==> src/rtl/arctan_10_9.sv <==
// arctan_10_9: 4-stage pipelined binary32 atan(x) in degrees, quantised to Q10.9 before repacking.
// Define ARCTAN_10_9_SPECIALS_EN to decode exponent 255 (NaN/Inf) and override the packed result.
module arctan_10_9 (
  input  logic        clk,
  input  logic        reset,
  input  logic        enable,
  input  logic [31:0] num_entrada,
  output logic [31:0] num_salida
);

  typedef struct packed {
    logic signed [28:0] x;
    logic signed [28:0] y;
    logic signed [31:0] z;
  } cordic_t;

  typedef struct packed {
`ifdef ARCTAN_10_9_SPECIALS_EN
    logic nan;
    logic inf;
`endif
    logic sgn;
  } tag_t;

  localparam logic [26:0]        ONE_V   = 27'd8388608;
  localparam logic signed [31:0] FULL_90 = 32'sd94371840;

  // atan(2^-i) in degrees, 20 fractional bits
  function automatic logic signed [31:0] atan_tab(input int unsigned i);
    case (i)
      0:       return 32'sd47185920;
      1:       return 32'sd27855475;
      2:       return 32'sd14718068;
      3:       return 32'sd7471121;
      4:       return 32'sd3750058;
      5:       return 32'sd1876857;
      6:       return 32'sd938658;
      7:       return 32'sd469357;
      8:       return 32'sd234682;
      9:       return 32'sd117342;
      10:      return 32'sd58671;
      11:      return 32'sd29335;
      12:      return 32'sd14668;
      13:      return 32'sd7334;
      14:      return 32'sd3667;
      15:      return 32'sd1833;
      16:      return 32'sd917;
      17:      return 32'sd458;
      18:      return 32'sd229;
      default: return 32'sd115;
    endcase
  endfunction

  function automatic cordic_t cordic_step(input cordic_t v, input int unsigned i);
    logic signed [28:0] x, y, xs, ys;
    logic signed [31:0] z;
    cordic_t r;
    x  = v.x;
    y  = v.y;
    z  = v.z;
    xs = x >>> i;
    ys = y >>> i;
    if (!y[28]) begin
      r.x = x + ys;
      r.y = y - xs;
      r.z = z + atan_tab(i);
    end else begin
      r.x = x - ys;
      r.y = y + xs;
      r.z = z - atan_tab(i);
    end
    return r;
  endfunction

  function automatic cordic_t cordic_half(input cordic_t v_in, input int unsigned first);
    cordic_t v;
    v = v_in;
    for (int unsigned k = 0; k < 10; k++) v = cordic_step(v, first + k);
    return v;
  endfunction

  function automatic logic signed [31:0] cordic_tail_z(input cordic_t v_in, input int unsigned first);
    cordic_t v;
    v = v_in;
    for (int unsigned k = 0; k < 10; k++) v = cordic_step(v, first + k);
    return v.z;
  endfunction

  // Reset leaves every stage holding exactly what an input of 0.0 would produce.
  localparam cordic_t            S2_RST   = cordic_half({29'sd8388608, 29'sd0, 32'sd0}, 0);
  localparam logic signed [31:0] S3_RST_Z = cordic_tail_z(S2_RST, 10);

  logic [26:0]        s1_x_d, s1_x_q, s1_y_d, s1_y_q;
  logic               s1_fold_d, s1_fold_q;
  tag_t               s1_tag_d, s1_tag_q;
  cordic_t            s2_in, s2_v_d, s2_v_q;
  logic               s2_fold_q;
  tag_t               s2_tag_q;
  logic signed [31:0] s3_z_d, s3_z_q;
  tag_t               s3_tag_q;
  logic [31:0]        num_salida_d, num_salida_q;

  logic [7:0]  s1_exp, s1_sh;
  logic [23:0] s1_man;

  always_comb begin
    s1_exp       = num_entrada[30:23];
    s1_man       = {1'b1, num_entrada[22:0]};
    s1_sh        = '0;
    s1_x_d       = ONE_V;
    s1_y_d       = '0;
    s1_fold_d    = 1'b0;
    s1_tag_d     = '0;
    s1_tag_d.sgn = num_entrada[31];
    if (s1_exp == 8'd0) begin
      s1_x_d = ONE_V;
    end else if (s1_exp < 8'd127) begin
      s1_sh  = 8'd127 - s1_exp;
      s1_y_d = (s1_sh >= 8'd27) ? '0 : ({3'b000, s1_man} >> s1_sh);
    end else begin
      // |x| >= 1: vector (x, 1) gives atan(1/x), folded back from 90 in S3
      s1_sh     = s1_exp - 8'd127;
      s1_x_d    = {3'b000, s1_man};
      s1_y_d    = (s1_sh >= 8'd27) ? '0 : (ONE_V >> s1_sh);
      s1_fold_d = 1'b1;
    end
`ifdef ARCTAN_10_9_SPECIALS_EN
    s1_tag_d.nan = (s1_exp == 8'hFF) && (num_entrada[22:0] != 23'd0);
    s1_tag_d.inf = (s1_exp == 8'hFF) && (num_entrada[22:0] == 23'd0);
`endif
  end

  always_comb begin
    s2_in.x = signed'({2'b00, s1_x_q});
    s2_in.y = signed'({2'b00, s1_y_q});
    s2_in.z = '0;
    s2_v_d  = cordic_half(s2_in, 0);
  end

  always_comb begin
    s3_z_d = cordic_tail_z(s2_v_q, 10);
    if (s2_fold_q) s3_z_d = FULL_90 - s3_z_d;
  end

  logic        s4_neg;
  logic [31:0] s4_mag;
  logic [18:0] s4_q;
  logic [4:0]  s4_lead;
  logic [22:0] s4_frac;
  logic [7:0]  s4_exp;

  always_comb begin
    s4_neg  = s3_z_q[31];
    s4_mag  = s4_neg ? 32'(-s3_z_q) : 32'(s3_z_q);
    // round half away from zero on the magnitude: 20 -> 9 fractional bits
    s4_q    = 19'((s4_mag + 32'd1024) >> 11);
    s4_lead = '0;
    for (int unsigned b = 0; b < 19; b++) begin
      if (s4_q[b]) s4_lead = 5'(b);
    end
    s4_frac = 23'(32'(s4_q) << (5'd23 - s4_lead));
    s4_exp  = 8'd118 + 8'(s4_lead);
    num_salida_d = (s4_q == 19'd0) ? '0 : {s3_tag_q.sgn ^ s4_neg, s4_exp, s4_frac};
`ifdef ARCTAN_10_9_SPECIALS_EN
    if (s3_tag_q.nan) num_salida_d = 32'h7FC00000;
    else if (s3_tag_q.inf) num_salida_d = s3_tag_q.sgn ? 32'hC2B40000 : 32'h42B40000;
`endif
  end

  always_ff @(posedge clk or posedge reset) begin
    if (reset) begin
      s1_x_q       <= ONE_V;
      s1_y_q       <= '0;
      s1_fold_q    <= 1'b0;
      s1_tag_q     <= '0;
      s2_v_q       <= S2_RST;
      s2_fold_q    <= 1'b0;
      s2_tag_q     <= '0;
      s3_z_q       <= S3_RST_Z;
      s3_tag_q     <= '0;
      num_salida_q <= '0;
    end else if (enable) begin
      s1_x_q       <= s1_x_d;
      s1_y_q       <= s1_y_d;
      s1_fold_q    <= s1_fold_d;
      s1_tag_q     <= s1_tag_d;
      s2_v_q       <= s2_v_d;
      s2_fold_q    <= s1_fold_q;
      s2_tag_q     <= s1_tag_q;
      s3_z_q       <= s3_z_d;
      s3_tag_q     <= s2_tag_q;
      num_salida_q <= num_salida_d;
    end
  end

  assign num_salida = num_salida_q;

endmodule

==> config.mk <==
export PLATFORM = sky130hd
export DESIGN_NAME = arctan_10_9
export DESIGN_NICKNAME = d
export VERILOG_FILES = /design/src/rtl/arctan_10_9.sv
export SDC_FILE = /design/constraint.sdc
export NUM_CORES = 2
export LEC_CHECK = 0
export BUFFER_PORTS_ARGS = -buffer_cell sky130_fd_sc_hd__clkbuf_2
export CORE_MARGIN = 8
export CORE_UTILIZATION = 58
export CTS_CLUSTER_DIAMETER = 100
export DETAILED_ROUTE_END_ITERATION = 7
export GPL_TIMING_DRIVEN = 0
export PLACE_DENSITY = 0.76
export SYNTH_ARGS = -nofsm -noshare
export SYNTH_HDL_FRONTEND = slang
export SYNTH_SLANG_ARGS = --single-unit
==> constraint.sdc <==
create_clock -name clk -period 92.6 [get_ports clk]
set_clock_uncertainty 0.05 [all_clocks]
set_input_delay 9.26 -clock clk [delete_from_list [all_inputs] [get_ports clk]]
set_output_delay 9.26 -clock clk [all_outputs]
set_load 0.01 [all_outputs]
==> results.py <==
metrics = {
    "outcome": {
        "outcome": "completed",
    },
    "die": {
        "ios": 67,
        "die_h_um": 415.1,
        "start_util_pct": 58.33,
        "coreArea_um2": 158400,
        "dieWidth_um": 415.1,
        "rows": 146,
        "dieArea_um2": 172300,
    },
    "place": {
        "gp_congestion": 1.012,
        "numPortBuffers": 64,
        "hpwl_mm": 244.9,
        "placed_area_um2": 95380,
    },
    "route": {
        "num_vias": 95230,
        "ant_nets": 0,
        "drt-vias-per-instance": 6.319,
        "wl_per_cell_um": 19.20,
        "post-route-drc-count": 0,
        "wl_mm": 289.4,
        "first_pass_iters": 7,
        "drt_iter0_drc": 9215,
    },
    "sta": {
        "final.min_clock_period_ns": 57.48,
        "slew_viol_final": 0,
        "rsz0062_at_grt": "no",
        "fin_crit_sh_pct": 62.08,
        "slew_headroom_pct": 4.270,
        "fin_setup_tns_ns": 0,
        "hold_violations": 0,
        "max_freq_ghz": 0.01740,
        "worstMarginPinSlew_ns": 1.423,
        "finalSetupViolCount": 0,
    },
    "logic_synthesis": {
        "ys.flop_type": "dfrtp_1",
        "synthesis.instances": 12900,
        "synth_top_area_share_pct": 21.32,
        "synth_nets": 14550,
        "avgSynthCellArea_um2": 7.163,
        "synth-seq-cells": 194,
        "synthesis.area_um2": 92390,
        "synth_cell_types": 127,
        "synth_area_leaders": "ha_1 (21%), xnor2_1 (12%), a21oi_1 (6.7%)",
        "async_reset_ff_share_pct": 100.0,
        "synth_top_area_cell": "ha_1",
        "ys_warn_count": 0,
        "ys_seq_area_share_pct": 5.336,
        "synth_edf_count": 0,
    },
    "cts": {
        "cts-htree-levels": 4,
        "post_cts_resized": 0,
        "clk_root_buffer_cell": "clkbuf_16",
        "cts_tree": "yes",
        "cts_buffer_depth": 2,
        "clk_pin_slew_ns": 0.08,
        "insertion_delay_ns": 0.51,
        "post_cts_buffers": 0,
        "cts_buffers": 17,
        "cts_hold_buf": 0,
        "cts.sinks": 194,
    },
    "final_layout": {
        "design_area_um2": 96030,
        "area_growth_pct": 3.948,
        "drive_gt1_share_pct": 3.662,
        "nets": 14640,
    },
    "global_routing": {
        "grt_pass1_wl_mm": 455.2,
        "grt.total_usage_pct": 31.36,
        "antenna_found_initial": 2,
        "grt_pass1_vias": 87900,
        "grt-ovfl-total": 0,
        "grt_max_degree": 121,
    },
    "setup_path": {
        "crit_type": "reg -> reg",
        "critPathSlowestCell": "clkbuf_1",
        "end_kind": "flip-flop",
        "crit_path_frequent_cell": "a21oi_1",
        "worstSetupStartpointType": "flip-flop",
        "critical_path.max_fanout": 29,
        "critPathArrivalTime_ns": 57.77,
        "cp.required_ns": 92.89,
        "cpPeakStageDelay_ns": 0.91,
    },
    "run": {
        "maxCapViolations": 0,
    },
    "hold_path": {
        "min_path_type": "reg -> reg",
    },
}
==> synthesized netlist by cell type, drive strengths merged, types with 159 or more instances <==
cell	instances
o21bai	307
nor3	365
nor2b	159
xnor2	1259
o21a	175
nand2	851
a21o	426
ha	1574
nor2	1140
xor2	562
nand2b	196
o21ai	974
clkbuf	261
a21oi	1241
nand3	201
inv	960
==> placed cells by master, fill, tap and decap left out, types with 90 or more instances in the layout <==
cell type / Yosys / final
a31oi_1: 133 / 133
xor2_1: 561 / 561
nand2b_1: 195 / 195
nor2b_1: 159 / 159
and3_1: 133 / 133
o31ai_1: 110 / 110
nor4_1: 95 / 95
o21a_1: 175 / 175
nand2_1: 847 / 847
ha_1: 1574 / 1574
nor2_1: 1137 / 1137
or3_1: 127 / 127
a211oi_1: 90 / 90
nor3_1: 360 / 360
a21o_1: 426 / 426
a21oi_1: 1236 / 1236
xnor2_1: 1254 / 1253
o21bai_1: 307 / 307
inv_1: 953 / 952
o21ai_0: 950 / 950
clkbuf_1: 261 / 247
a21boi_0: 117 / 117
nand3_1: 200 / 200
dfrtp_1: 134 / 134
==> worst max-delay path: cells and delay by family (launching register included) <==
| family | cells | cell delay [ns] |
|---|---|---|
| DFF | 1 | 0.43 |
| adders and majority gates | 10 | 4.87 |
| buffers and inverters | 26 | 11.90 |
| xor gates and xnor gates | 7 | 2.39 |
| and+or+nand+nor | 22 | 5.15 |
| AOI/OAI and AO/OA | 140 | 32.34 |
==> kinds of logic (layout without fill, tap and decap cells) <==
kind of cell / count (synthesis) / after routing / share of synthesized area (%)
AO/OA/AOI/OAI: 4123 / 4123 / 28.25
XOR/XNOR: 1830 / 1830 / 17.56
adder cells (fa/ha/maj): 1620 / 1620 / 22.31
buffers and inverters: 1277 / 1376 / 5.243
flip-flops: 194 / 194 / 5.336
multiplexers: 165 / 165 / 1.942
other: 0 / 2 / 0
AND/OR/NAND/NOR: 3689 / 3689 / 19.36
==> final timing paths <==
path | start | end | slack [ns] | depth (start not counted)
max in group asynchronous | reset | s1_x_q[20]$_DFFE_PP0P_ | 82.65 | 3
min in group asynchronous | reset | num_salida[24]$_DFFE_PP0P_ | 8.74 | 2
setup / recovery | s1_y_q[2]$_DFFE_PP0P_ | s2_v_q[89]$_DFFE_PP0P_ | 35.12 | 205
hold / removal | s2_v_q[40]$_DFFE_PP0P_ | s2_v_q[40]$_DFFE_PP0P_ | 0.45 | 1
hold reg to reg | s2_v_q[40]$_DFFE_PP0P_ | s2_v_q[40]$_DFFE_PP0P_ | 0.45 | 1
setup reg to reg | s1_y_q[2]$_DFFE_PP0P_ | s2_v_q[89]$_DFFE_PP0P_ | 35.12 | 205
==> state kept, by name, indices dropped and copies added, names as in the netlist <==
register	flops
s2_v_q	89
s1_fold_q	1
s1_x_q	23
num_salida	32
s2_fold_q	1
s2_tag_q	1
s3_z_q	21
s3_tag_q	1
s1_y_q	24
s1_tag_q	1
==> metal layers <==
metal / GRT usage, % / vias up / share of wire, %
met5: 0 / - / 0
met4: 9.708 / 0 / 3.3
met3: 3.398 / 396 / 7.8
met2: 48.96 / 3378 / 42
met1: 45.10 / 44950 / 47
li1: - / 46510 / -
==> layout make-up <==
cell class / instances / area [um^2]
Antenna cell: 2 / 5.005
Buffer: 309 / 1229
Clock buffer: 17 / 425.4
Clock inverter: 15 / 210.2
Fill cell: 14830 / 62350
Inverter: 968 / 3646
Multi-Input combinational cell: 11430 / 82620
Sequential cell: 194 / 4930
Tap cell: 2072 / 2592
Timing Repair Buffer: 67 / 375.4
==> per-stage QoR <==
stage | cells | hold slack, ns | utilization, % | setup slack [ns]
3_5_place_dp | 15040 | 0.4218 | 60.22 | 36.22
5_1_grt | 15070 | 0.4647 | 60.63 | 31.72
4_1_cts | 15070 | 0.4454 | 60.63 | 35.88
6_report | 15070 | 0.4460 | 60.63 | 35.12
3_3_place_gp | 15030 | 0.4201 | 60.17 | 34.83
2_1_floorplan | 12900 | 0.4034 | - | 50.43
Power is not shown: default switching activity piles up to over one toggle a cycle in this logic, so the estimate is an artifact.
